$ cat src/rtl/seq_pkg.sv
// Shared definitions for the sequence monitor: the tracked value table, FSM encoding and sizes.
package seq_pkg;

    localparam int unsigned SYNC_LEN = 2;
    localparam int unsigned ERRCNT_W = 8;
    localparam logic [1:0]  SC_LAST  = 2'(SYNC_LEN - 1);

    typedef enum logic [1:0] {
        StHunt    = 2'd0,
        StSync    = 2'd1,
        StLocked  = 2'd2,
        StSuspect = 2'd3
    } state_e;

    // Value expected at each position of the 8-step cycle.
    function automatic logic [3:0] seq_at(input logic [2:0] i);
        logic [3:0] v;
        unique case (i)
            3'd0: v = 4'd4;
            3'd1: v = 4'd5;
            3'd2: v = 4'd14;
            3'd3: v = 4'd3;
            3'd4: v = 4'd6;
            3'd5: v = 4'd12;
            3'd6: v = 4'd11;
            default: v = 4'd13;
        endcase
        return v;
    endfunction

endpackage

$ cat src/rtl/seq_index.sv
// Combinational inverse of the sequence table: value -> {member, position}.
module seq_index
    import seq_pkg::*;
(
    input  logic [3:0] val,
    output logic       member,
    output logic [2:0] idx
);

    always_comb begin
        member = 1'b1;
        idx    = 3'd0;
        case (val)
            4'd4:    idx = 3'd0;
            4'd5:    idx = 3'd1;
            4'd14:   idx = 3'd2;
            4'd3:    idx = 3'd3;
            4'd6:    idx = 3'd4;
            4'd12:   idx = 3'd5;
            4'd11:   idx = 3'd6;
            4'd13:   idx = 3'd7;
            default: member = 1'b0;
        endcase
    end

endmodule

$ cat src/rtl/seq_monitor.sv
// Tracks a cyclic 8-value counter sequence, locks after consecutive in-order samples and
// flags/counts ordering errors once locked.
module seq_monitor
    import seq_pkg::*;
(
    input  logic                C,
    input  logic                R,
    input  logic [3:0]          D,
    input  logic                V,
    output logic [2:0]          IDX,
    output logic [3:0]          NEXT,
    output logic                LOCK,
    output logic                ERR,
    output logic [ERRCNT_W-1:0] ERRCNT
);

    state_e              state_q, state_d;
    logic [1:0]          sc_q, sc_d;
    logic [2:0]          idx_q, idx_d;
    logic [3:0]          next_q, next_d;
    logic                lock_q, lock_d;
    logic                err_q, err_d;
    logic [ERRCNT_W-1:0] cnt_q, cnt_d;

    logic       d_member;
    logic [2:0] d_idx;
    logic [2:0] idx_inc;
    logic       correct;

    seq_index u_seq_index (
        .val    (D),
        .member (d_member),
        .idx    (d_idx)
    );

    assign idx_inc = idx_q + 3'd1;
    assign correct = (D == seq_at(idx_inc));

    always_comb begin
        state_d = state_q;
        sc_d    = sc_q;
        idx_d   = idx_q;
        err_d   = 1'b0;
        cnt_d   = cnt_q;
        if (V) begin
            unique case (state_q)
                StHunt: begin
                    if (d_member) begin
                        state_d = StSync;
                        idx_d   = d_idx;
                        sc_d    = 2'd0;
                    end
                end
                StSync: begin
                    if (correct) begin
                        idx_d = idx_inc;
                        sc_d  = sc_q + 2'd1;
                        if (sc_q == SC_LAST) state_d = StLocked;
                    end else if (d_member) begin
                        idx_d = d_idx;
                        sc_d  = 2'd0;
                    end else begin
                        state_d = StHunt;
                        idx_d   = 3'd0;
                        sc_d    = 2'd0;
                    end
                end
                StLocked: begin
                    // Flywheel: advance even on a miss so a single glitch does not lose phase.
                    idx_d = idx_inc;
                    if (!correct) begin
                        err_d   = 1'b1;
                        state_d = StSuspect;
                    end
                end
                default: begin
                    if (correct) begin
                        idx_d   = idx_inc;
                        state_d = StLocked;
                    end else begin
                        err_d   = 1'b1;
                        idx_d   = 3'd0;
                        sc_d    = 2'd0;
                        state_d = StHunt;
                    end
                end
            endcase
        end
        if (err_d && (cnt_q != '1)) cnt_d = cnt_q + 1'b1;
        next_d = (state_d == StHunt) ? 4'd0 : seq_at(idx_d + 3'd1);
        lock_d = (state_d == StLocked) || (state_d == StSuspect);
    end

    always_ff @(posedge C or posedge R) begin
        if (R) begin
            state_q <= StHunt;
            sc_q    <= 2'd0;
            idx_q   <= 3'd0;
            next_q  <= 4'd0;
            lock_q  <= 1'b0;
            err_q   <= 1'b0;
            cnt_q   <= '0;
        end else begin
            state_q <= state_d;
            sc_q    <= sc_d;
            idx_q   <= idx_d;
            next_q  <= next_d;
            lock_q  <= lock_d;
            err_q   <= err_d;
            cnt_q   <= cnt_d;
        end
    end

    assign IDX    = idx_q;
    assign NEXT   = next_q;
    assign LOCK   = lock_q;
    assign ERR    = err_q;
    assign ERRCNT = cnt_q;

endmodule

$ cat config.mk
export PLATFORM = sky130hd
export DESIGN_NAME = seq_monitor
export DESIGN_NICKNAME = d
export VERILOG_FILES = /design/src/rtl/seq_pkg.sv /design/src/rtl/seq_index.sv /design/src/rtl/seq_monitor.sv
export SDC_FILE = /design/constraint.sdc
export NUM_CORES = 1
export LEC_CHECK = 0
export ABC_AREA = 1
export CAP_MARGIN = 20
export CORE_ASPECT_RATIO = 0.5
export CORE_MARGIN = 4
export CORE_UTILIZATION = 40
export DETAILED_ROUTE_END_ITERATION = 8
export HOLD_SLACK_MARGIN = 0.02
export SLEW_MARGIN = 30
export SYNTH_ARGS = -nofsm -noshare
export SYNTH_HDL_FRONTEND = slang
export SYNTH_SLANG_ARGS = --single-unit
$ cat constraint.sdc
create_clock -name C -period 3.5 [get_ports C]
set_input_delay 0.7 -clock C [delete_from_list [all_inputs] [get_ports C]]
set_output_delay 0.7 -clock C [all_outputs]
set_load 0.01 [all_outputs]
# After elaboration in Yosys (flattened, before gate mapping)
# Index checks and enable logic that the tools add are counted.
# Widths: inputs -> output; s select.
word_totals:
  ff_bits: 21
  inputBits: 7
  out_inout_bits: 17
  elab_cells: 76
classes:
  addsub: 4
  eq_ne: 29
  mux: 26
  n_bitwise: 1
  reduce_logical: 9
ops:
  columns: ["op", "n"]
  rows:
  - ["$pmux 4 s7", 2]
  - ["$pmux 3 s7", 1]
  - ["$mux 2", 10]
  - ["$eq 3x3->1 const B", 6]
  - ["$eq 4x4->1 const B", 4]
  - ["$mux 3", 5]
  - ["$eq 3x2->1 const B", 4]
  - ["$eq 4x3->1 const B", 3]
  - ["$pmux 2 s3", 2]
  - ["$pmux 3 s3", 1]
  - ["$add 8x1->8 const B", 1]
  - ["$ne 8x8->1 const B", 1]
  - ["$reduce_or 8->1", 1]
  - ["$add 3x1->3 const B", 2]
  - ["$eq 2x2->1 const B", 3]
  - ["$eq 3x1->1 const B", 2]
  - ["$logic_not 3->1", 2]
  - ["$eq 2x1->1 const B", 2]
  - ["$eq 4x2->1 const B", 1]
  - ["$eq 4x4->1", 1]
  - ["$logic_not 2->1", 2]
  - ["$mux 1", 4]
  - ["$mux 4", 1]
  - ["$reduce_and 4->1", 1]
  - ["other kinds (7)", 7]

# Depth between registers and ports, before layout
# Gate-level depths: netlist of run 1.
logic_depth:
  depth_word: 11
  ltp_mapped: 22
  ltp_nobuf: 22

# Modules after synthesis
# From an unflattened synthesis of run 1, not the netlist that was laid out.
unflattened:
  hier_cells: 232
  area_unflattened_um2: 1785.5
modules_own_cells:
  columns: ["module", "instances", "cells_each", "area_each_um2", "seq_area_each_um2"]
  rows:
  - ["seq_monitor", 1, 202, 1664.1, 525.5]
  - ["seq_index", 1, 30, 121.4, 0.0]

# Least setup slack after synthesis of run 1
# No wires, ideal clock.
synth_timing:
  path_kind: "reg2reg"
  start: "reg idx_q[0] (netlist: IDX[0])"
  end: "reg next_q[0] (netlist: NEXT[0])"
  setup_ps: 117
  arrival_time_ps: 2495
  t_required_ps: 3383
  setup_slack_ps: 889
  stages_incl_launch_ff: 18
  path_buffers: 0
  synth_period_minus_slack_ps: 2611
  path_cell_list: "dfrtp_1 inv_2 ha_1 inv_1 nand3_1 nand3_1 nand2_2 nor2_8 nand2_8 nor2_2 a21oi_1 a21oi_1 ha_1 inv_1 nand3_1 nand3_1 nand2_1 nor2_1"
synth_between:
  elab_chain_len: 11
  elab_cells_between_ends: 31
  cone_classes: "2 x add/sub; 13 x eq/ne; 13 x mux; 3 x reduce/logical"
synth_rtl:
  columns: ["element", "line", "text"]
  rows:
  - ["from (decl)", "seq_monitor.sv:19", "logic [2:0] idx_q, idx_d;"]
  - ["from (signal assigned)", "seq_monitor.sv:106", "idx_q <= idx_d;"]
  - ["$add 3x1->3", "seq_monitor.sv:36", "assign idx_inc = idx_q + 3'd1;"]
  - ["$eq 3x3->1 (tied with other cells)", "seq_pkg.sv:18", "unique case (i)"]
  - ["$pmux 4 s7", "seq_pkg.sv:18", null]
  - ["$eq 4x4->1", "seq_monitor.sv:37", "assign correct = (D == seq_at(idx_inc));"]
  - ["$mux 3, on equally long branches", "seq_monitor.sv:77, seq_monitor.sv:55", null]
  - ["$pmux 3 s3", "seq_monitor.sv:46", "unique case (state_q)"]
  - ["$mux 3 (*)", "seq_monitor.sv:45", "if (V) begin"]
  - ["net idx_d[0]", "seq_monitor.sv:19", null]
  - ["$add 3x1->3 (*)", "seq_monitor.sv:90", "next_d = (state_d == StHunt) ? 4'd0 : seq_at(idx_d + 3'd1);"]
  - ["$eq 3x3->1 (tied with other cells)", "seq_pkg.sv:18", null]
  - ["$pmux 4 s7 (*)", "seq_pkg.sv:18", null]
  - ["$mux 4 (*)", "seq_monitor.sv:90", null]
  - ["net next_d[0]", "seq_monitor.sv:20", "logic [3:0] next_q, next_d;"]
  - ["to (signal assigned)", "seq_monitor.sv:107", "next_q <= next_d;"]
  - ["to (decl)", "seq_monitor.sv:20", null]
# Mark *: on every way through the listed nets, which the timed path passes. The rest lies on a longest branch.
# A chain may end at the register's enable or synchronous reset.

# Final worst setup path of run 1
layout_timing:
  start: "in D[2]"
  end: "reg next_q[2] (netlist: NEXT[2])"
layout_between:
  elab_chain_len: 11
  elab_cells_between_ends: 36
  cone_classes: "1 x add/sub; 15 x eq/ne; 17 x mux; 3 x reduce/logical"
layout_rtl:
  columns: ["element", "line", "text"]
  rows:
  - ["from (decl)", "seq_monitor.sv:8", "input logic [3:0] D,"]
  - ["$eq 4x3->1 (tied with other cells)", "seq_index.sv:13", "case (val)"]
  - ["$reduce_or 8->1 (no source line)", null, null]
  - ["$mux 1", "seq_index.sv:13", null]
  - ["$mux 3", "seq_monitor.sv:59", "end else if (d_member) begin"]
  - ["$mux 3", "seq_monitor.sv:55", "if (correct) begin"]
  - ["$pmux 3 s3 (*)", "seq_monitor.sv:46", null]
  - ["$mux 3 (*)", "seq_monitor.sv:45", null]
  - ["net idx_d[0]", "seq_monitor.sv:19", null]
  - ["$add 3x1->3 (*)", "seq_monitor.sv:90", null]
  - ["$eq 3x3->1 (tied with other cells)", "seq_pkg.sv:18", null]
  - ["$pmux 4 s7 (*)", "seq_pkg.sv:18", null]
  - ["$mux 4 (*)", "seq_monitor.sv:90", null]
  - ["net next_d[2]", "seq_monitor.sv:20", null]
# Marks and branches as above.

==> results of run 1 <==
worst min-delay path: cells and delay by family (launching register included):
family,cells,cell delay [ns]
flip-flops,1,0.35
AND/OR/NAND/NOR,1,0.05
AO/OA/AOI/OAI,1,0.06
routing by layer:
| layer | vias to the layer above | routed length (µm) | track usage [%] |
|---|---|---|---|
| met5 | - | 0 | 0 |
| met4 | 0 | 0 | 2.01 |
| met3 | 0 | 131 | 2.85 |
| met2 | 21 | 1670 | 25.1 |
| met1 | 698 | 1780 | 18.8 |
| li1 | 762 | - | - |
kinds of logic after synthesis:
logic type | after synthesis
AO/OA/AOI/OAI | 22
XOR/XNOR | 7
adder cells (fa/ha/maj) | 12
buffers and inverters | 36
flip-flops | 21
multiplexers | 1
AND/OR/NAND/NOR | 122
worst max path at each step:
stage | from | to | slack [ns] | cells past startpoint
2_1_floorplan | IDX[0] | NEXT[0] | 0.89 | 17
3_3_place_gp | D[1] | NEXT[0] | 0.32 | 14
3_5_place_dp | D[2] | NEXT[2] | 0.27 | 14
4_1_cts | D[2] | NEXT[2] | 0.53 | 14
5_1_grt | IDX[0] | NEXT[2] | 0.25 | 17
6_report | D[2] | NEXT[2] | 0.49 | 14
power by group through the flow:
stage / registers [mW] / clock network (mW) / logic, mW
finish: 0.463 / 0.161 / 1.09
global route: 0.484 / 0.178 / 1.22
CTS: 0.466 / 0.165 / 1.10
detailed placement: 0.469 / 0 / 1.10
global placement: 0.471 / 0 / 1.09
floorplan: 0.467 / 0 / 0.766
cells in the final DEF (no fill, tap or decap), drive strengths merged:
cell,netlist,final
dfrtp,21,21
a211oi,1,1
clkbuf,3,3
ha,12,12
nor2,24,24
xor2,5,5
xnor2,2,2
o31ai,1,1
clkdlybuf4s50,0,23
nor4,1,1
mux2,1,1
o21ai,7,7
nand2,56,56
clkinv,0,1
nand3,29,29
a221oi,1,1
o22ai,1,1
nand3b,3,3
a21oi,10,10
or2,1,1
nor3,4,4
nand4,4,4
a31oi,1,1
inv,32,32
area by class of cell:
| type | count | area share (%) |
|---|---|---|
| clock inverter | 1 | 0.248 |
| sequential | 21 | 26.0 |
| multi-input combinational | 164 | 50.7 |
| tap | 54 | 3.34 |
| inverter | 32 | 6.32 |
| timing repair buffer | 23 | 11.4 |
| clock buffer | 3 | 2.04 |
registers in the layout, summed over array words and instances, names as in the netlist:
name and flops:
ERR 1, ERRCNT 8, IDX 3, LOCK 1
NEXT 4, sc_q 2, state_q 2
synthesized netlist by cell type:
cell      count  area (µm²)
a31oi_1       1        6.26
o31ai_1       1        7.51
or2_1         1        6.26
nor3_2        1        10.0
clkbuf_2      2        10.0
mux2_1        1        11.3
o21ai_0       5        25.0
a21oi_2       3        26.3
nor3_1        2        10.0
nand3b_1      2        15.0
nand2_2       8        50.1
nand2_8       1        20.0
inv_8         1        11.3
nand2_4       5        56.3
nand4_1       4        25.0
a21oi_4       1        16.3
inv_2         6        22.5
o21ai_2       2        17.5
xnor2_1       2        17.5
nand3_1      29         145
nor3_4        1        16.3
ha_1         12         150
dfrtp_1      21         526
buf_2         1        5.00
a221oi_1      1        8.76
nand3b_4      1        20.0
inv_1        25        93.8
a211oi_1      1        7.51
o22ai_1       1        6.26
nand2_1      42         158
a21oi_1       6        30.0
nor2_8        1        20.0
nor2_2        2        12.5
nor2_1       21        78.8
xor2_1        5        43.8
nor4_1        1        6.26
clkbuf_1      1        3.75
per-stage QoR:
stage | setup slack [ns] | total power, mW | instance area [µm²]
global placement | 0.322 | 1.56 | 1970
finish | 0.491 | 1.71 | 2020
global route | 0.248 | 1.89 | 2020
CTS | 0.531 | 1.73 | 2020
floorplan | 0.889 | 1.23 | 1700
detailed placement | 0.268 | 1.57 | 1970
==> out/metrics.yaml, run 1 <==
global_routing:
  grt_overflow: 0
  grt_pass1_wl_mm: 6.10
  grt_max_degree: 22
  grt_antenna_before_repair: 0
  grt_usage_pct: 14.2
  grt_pass1_vias: 1354
yosys:
  post_synth_xor_area_fraction_pct: 3.62
  synth_seq_cells: 21
  syn_area_per_cell_um2: 7.67
  synth_top_family_by_area: "simple AND/OR/NAND/NOR gates"
  synth-compound-area-share_pct: 8.93
  syn-num-nets: 240
  syn_inst: 221
  ys_warn_count: 0
  synth.distinct_cells: 37
  synthAdderAreaFrac_pct: 8.86
  synth_area_um2: 1700
  yosysSeqAreaShare_pct: 31.0
  synthSimpleGateAreaFrac_pct: 38.3
  synth_mux_area_share_pct: 0.664
finish:
  stdcell_count: 298
  nFillCells: 383
  syn_to_final_growth_pct: 19.2
  area.sequential_um2: 526
  drive_gt1_share_pct: 15.2
  diodes: 0
  fin_nets: 264
  multi_input_area_um2: 1020
  fin_util_pct: 50.7
sta:
  period_minus_slack_ns: 3.01
  fmax_mhz: 332
  drv_slew: 0
  holdWs_ns: 0.499
  fin_skew_ns: 0.00571
  final.setup.tns_ns: 0
  maxSlewHeadroom_pct: 46.8
  setup_viol: 0
  period_share_pct: 86.0
  hold_viol_final: 0
  grt_setup_unrepaired: "false"
  tightestPinTransition_ns: 0.797
floorplanning:
  rows: 16
  die-area_um2: 5410
  core_area_um2: 3980
  pin_count: 24
  die_height_um: 54.0
  dieWidth_um: 100
  start_util_pct: 42.6
critical_path:
  cp-start-kind: "input port"
  end_kind: "register"
  rr_startpoint: "IDX[0]"
  slowest_delay_ns: 0.58
  crit_slowest_cell: "clkdlybuf4s50_1"
  crit_buf_inv: 3
  path_common_cell: "nand3_1"
  rr_worst_depth: 17
  cp_max_fo: 6
  cp.required_ns: 3.66
  cp_data_arrival_time_ns: 3.16
  reg2reg_setup_slack_ns: 0.55
  regToRegEndpoint: "NEXT[2]"
  crit_family: "simple AND/OR/NAND/NOR gates"
  cp_cell_sequence: "clkdlybuf4s50_1 -> inv_1 -> nand3_1 -> nand4_1 -> or2_1 -> o21ai_0 -> a21oi_2 -> a21oi_1 -> ha_1 -> inv_1 -> nand3_1 -> nand3_1 -> nand2_1 -> nor2_1"
  critPathKind: "in -> reg"
cts:
  post_cts_buffers: 0
  cts_sinks: 21
  cts_root_buf: "clkbuf_8"
  hold_buffers: 0
  htree_num_levels: 1
  clk_pin_slew_ns: 0.08
  cts_resized: 0
  cts-buffers-inserted: 3
  clock_path_buffers: 2
  cts_tree: "done"
  clk_latency_ns: 0.26
worst_hold_path:
  hold_depth: 2
  hp-class: "reg -> reg"
  holdPathEnd: "sc_q[1]"
  worstHoldStart: "sc_q[1]"
route:
  drt_iter0_markers: 45
  num_vias: 1481
  viasPerCell: 4.97
  remaining_drc_errors: 0
  finalWirelength_mm: 3.58
  dr.pass1.iters: 4
  wl_per_cell_um: 12.0
  drtAntennaViolNets: 0
power:
  p_sw_share_pct: 49.0
  pwr-share-clk_pct: 9.4
  comb_power_share_pct: 63.6
  p_switching_mw: 0.839
  pwr-share-seq_pct: 27.0
  internal-power_mw: 0.875
  powerDensity_nw_per_um2: 848
  ir_drop_v: 0.000403
  leakage_nw: 0.991
placement:
  routabilityCongestion: 0.875
  io_buffers: 23
  placed_cells: 294
  dpl.hpwl_mm: 2.85
status:
  status: "complete, no violations"
job:
  maxCapViolCount: 0
Note: power is estimated with default switching activity, not from simulation.
==> inputs of run 2 (changes only) <==
- CORE_UTILIZATION: 40 -> 44
- CTS_CLUSTER_SIZE: not set -> 40
- DONT_BUFFER_PORTS: not set -> 1
==> out/metrics.yaml, run 2 (synthesized netlist as in run 1, its figures left out) <==
route:
  drt_iter0_markers: 78  # +73%
  viasPerCell: 5.11  # +2.8%
  drtAntennaViolNets: 0  # unchanged
  num_vias: 1390  # -6.1%
  wl_per_cell_um: 13.0  # +8.0%
  finalWirelength_mm: 3.53  # -1.5%
  dr.pass1.iters: 4  # unchanged
  remaining_drc_errors: 0  # unchanged
sta:
  period_share_pct: 85.1  # -0.86 points
  drv_slew: 0  # unchanged
  fin_skew_ns: 0.00109  # -0.00462 ns
  setup_viol: 0  # unchanged
  maxSlewHeadroom_pct: 47.0  # +0.11 points
  period_minus_slack_ns: 2.98  # -0.0300 ns
  setup_ws_ns: 0.521  # +0.0300 ns
  fmax_mhz: 336  # +1.0%
  hold_viol_final: 0  # unchanged
  tightestPinTransition_ns: 0.795  # -0.00169 ns
  grt_setup_unrepaired: "false"
  holdWs_ns: 0.474  # -0.0245 ns
  final.setup.tns_ns: 0  # unchanged
global_routing:
  use_met2_pct: 25.1  # +0.031 points
  grt_overflow: 0  # unchanged
  grt_antenna_before_repair: 0  # unchanged
  grt_max_degree: 22  # unchanged
  grt_use_met1_pct: 21.7  # +3.0 points
  grt_pass1_vias: 1284  # -5.2%
  grt_pass1_wl_mm: 6.13  # +0.46%
  grt_most_used_layer: "met2"
  grt_use_met3_pct: 4.62  # +1.8 points
  grt_usage_pct: 16.0  # +1.7 points
finish:
  syn_to_final_growth_pct: 5.31
  fin_nets: 241  # -8.7%
  layout_common_cells: "42 x nand2_1, 29 x nand3_1, 25 x inv_1"
  drive_gt1_share_pct: 16.3  # +1.1 points
  nFillCells: 338  # -12%
  multi_input_area_um2: 1020  # unchanged
  diodes: 0  # unchanged
  area.sequential_um2: 526  # unchanged
  largest_reg_flops: 8  # unchanged
  mostFrequentLayoutCell: "nand2_1"
cts:
  hold_buffers: 0  # unchanged
  cts_resized: 0  # unchanged
  clock_path_buffers: 2  # unchanged
  cts-buffers-inserted: 3  # unchanged
  post_cts_buffers: 0  # unchanged
  cts_root_buf: "clkbuf_8"
  cts_tree: "done"
  cts_sinks: 21  # unchanged
  clk_pin_slew_ns: 0.07  # about the same
  htree_num_levels: 1  # unchanged
  clk_latency_ns: 0.26  # about the same
floorplanning:
  pin_count: 24  # unchanged
  core_area_um2: 3570  # -10%
  rows: 15  # -1
  die-area_um2: 4970  # -8.1%
  dieWidth_um: 95.8  # -4.3%
  start_util_pct: 47.5  # +5.0 points
  die_height_um: 51.9  # -4.0%
critical_path:
  reg2reg_setup_slack_ns: 0.52  # -0.03 ns
  regToRegEndpoint: "NEXT[0]"
  cp.required_ns: 3.66  # about the same
  cp_data_arrival_time_ns: 3.14  # -0.02 ns
  cp_max_fo: 9  # +3
  rr_startpoint: "IDX[0]"
  end_kind: "register"
  rr_worst_depth: 17  # unchanged
  cp-start-kind: "register"
  critPathKind: "reg -> reg"
placement:
  dpl.hpwl_mm: 2.79  # -2.0%
  routabilityCongestion: 0.884  # +1.1%
  io_buffers: 0  # -100%
  pre_cts_ws_ns: 0.568  # +0.300 ns
status:
  status: "complete, no violations"
power:
  leakage_nw: 0.901  # -9.1%
  ir_drop_v: 0.000467  # +16%
  total_power_mw: 1.56  # -9.1%
  powerDensity_nw_per_um2: 872  # +2.9%
worst_hold_path:
  hp-class: "in -> async"
job:
  maxCapViolCount: 0  # unchanged
run 2: cell types whose count changed in the layout (fill, tap and decap cells not counted), sizes merged:
| cell | before | now |
|---|---|---|
| clkdlybuf4s50 | 23 | 0 |
| clkbuf | 3 | 4 |
| clkinv | 1 | 0 |
run 2: how the worst max path moves through the flow:
stage | startpoint | endpoint | slack (ns) | cells past startpoint
after CTS | IDX[0] | NEXT[2] | 0.54 | 17
after detailed placement | IDX[0] | NEXT[2] | 0.57 | 17
final | IDX[0] | NEXT[0] | 0.52 | 17
after global placement | IDX[0] | NEXT[0] | 0.65 | 17
after global routing | IDX[0] | NEXT[0] | 0.27 | 17
after floorplan | IDX[0] | NEXT[0] | 0.89 | 17
run 2: power by group:
part           internal, mW  total [mW]  switching [mW]  leakage, nW
clock network        0.0811       0.158          0.0772       0.0228
logic                 0.313       0.881           0.568        0.619
registers             0.344       0.519           0.175        0.259
total                 0.738        1.56           0.820        0.901
run 2: cell type report:
| type | count | share of cell area [%] |
|---|---|---|
| Multi-Input combinational cell | 164 | 57.3 |
| Sequential cell | 21 | 29.4 |
| Inverter | 32 | 7.15 |
| Tap cell | 51 | 3.57 |
| Clock buffer | 4 | 2.52 |
run 2: routing by layer:
layer | share of wire (%) | vias up | wire, µm
met5 | 0 | - | 0
met4 | 0.82 | 0 | 29
met3 | 6.9 | 4 | 242
met2 | 43 | 47 | 1510
met1 | 50 | 622 | 1750
li1 | - | 717 | -
run 2: through the flow:
stage,instances,area [µm²],util [%]
2_1_floorplan,221,1700,-
5_1_grt,272,1790,50.1
4_1_cts,272,1790,50.1
3_5_place_dp,268,1740,48.8
3_3_place_gp,268,1740,48.8
6_report,272,1790,50.1
run 2: critical path, cell delays in order, from the launching register on:
cell     delay (ns)
dfrtp_1        0.58
inv_2          0.14
ha_1           0.39
inv_1          0.08
nand3_1        0.07
nand3_1        0.09
nand2_2        0.09
nor2_8         0.13
nand2_8        0.08
nor2_2         0.11
a21oi_1        0.09
a21oi_1        0.38
ha_1           0.28
inv_1          0.07
nand3_1        0.10
nand3_1        0.09
nand2_1        0.06
nor2_1         0.04
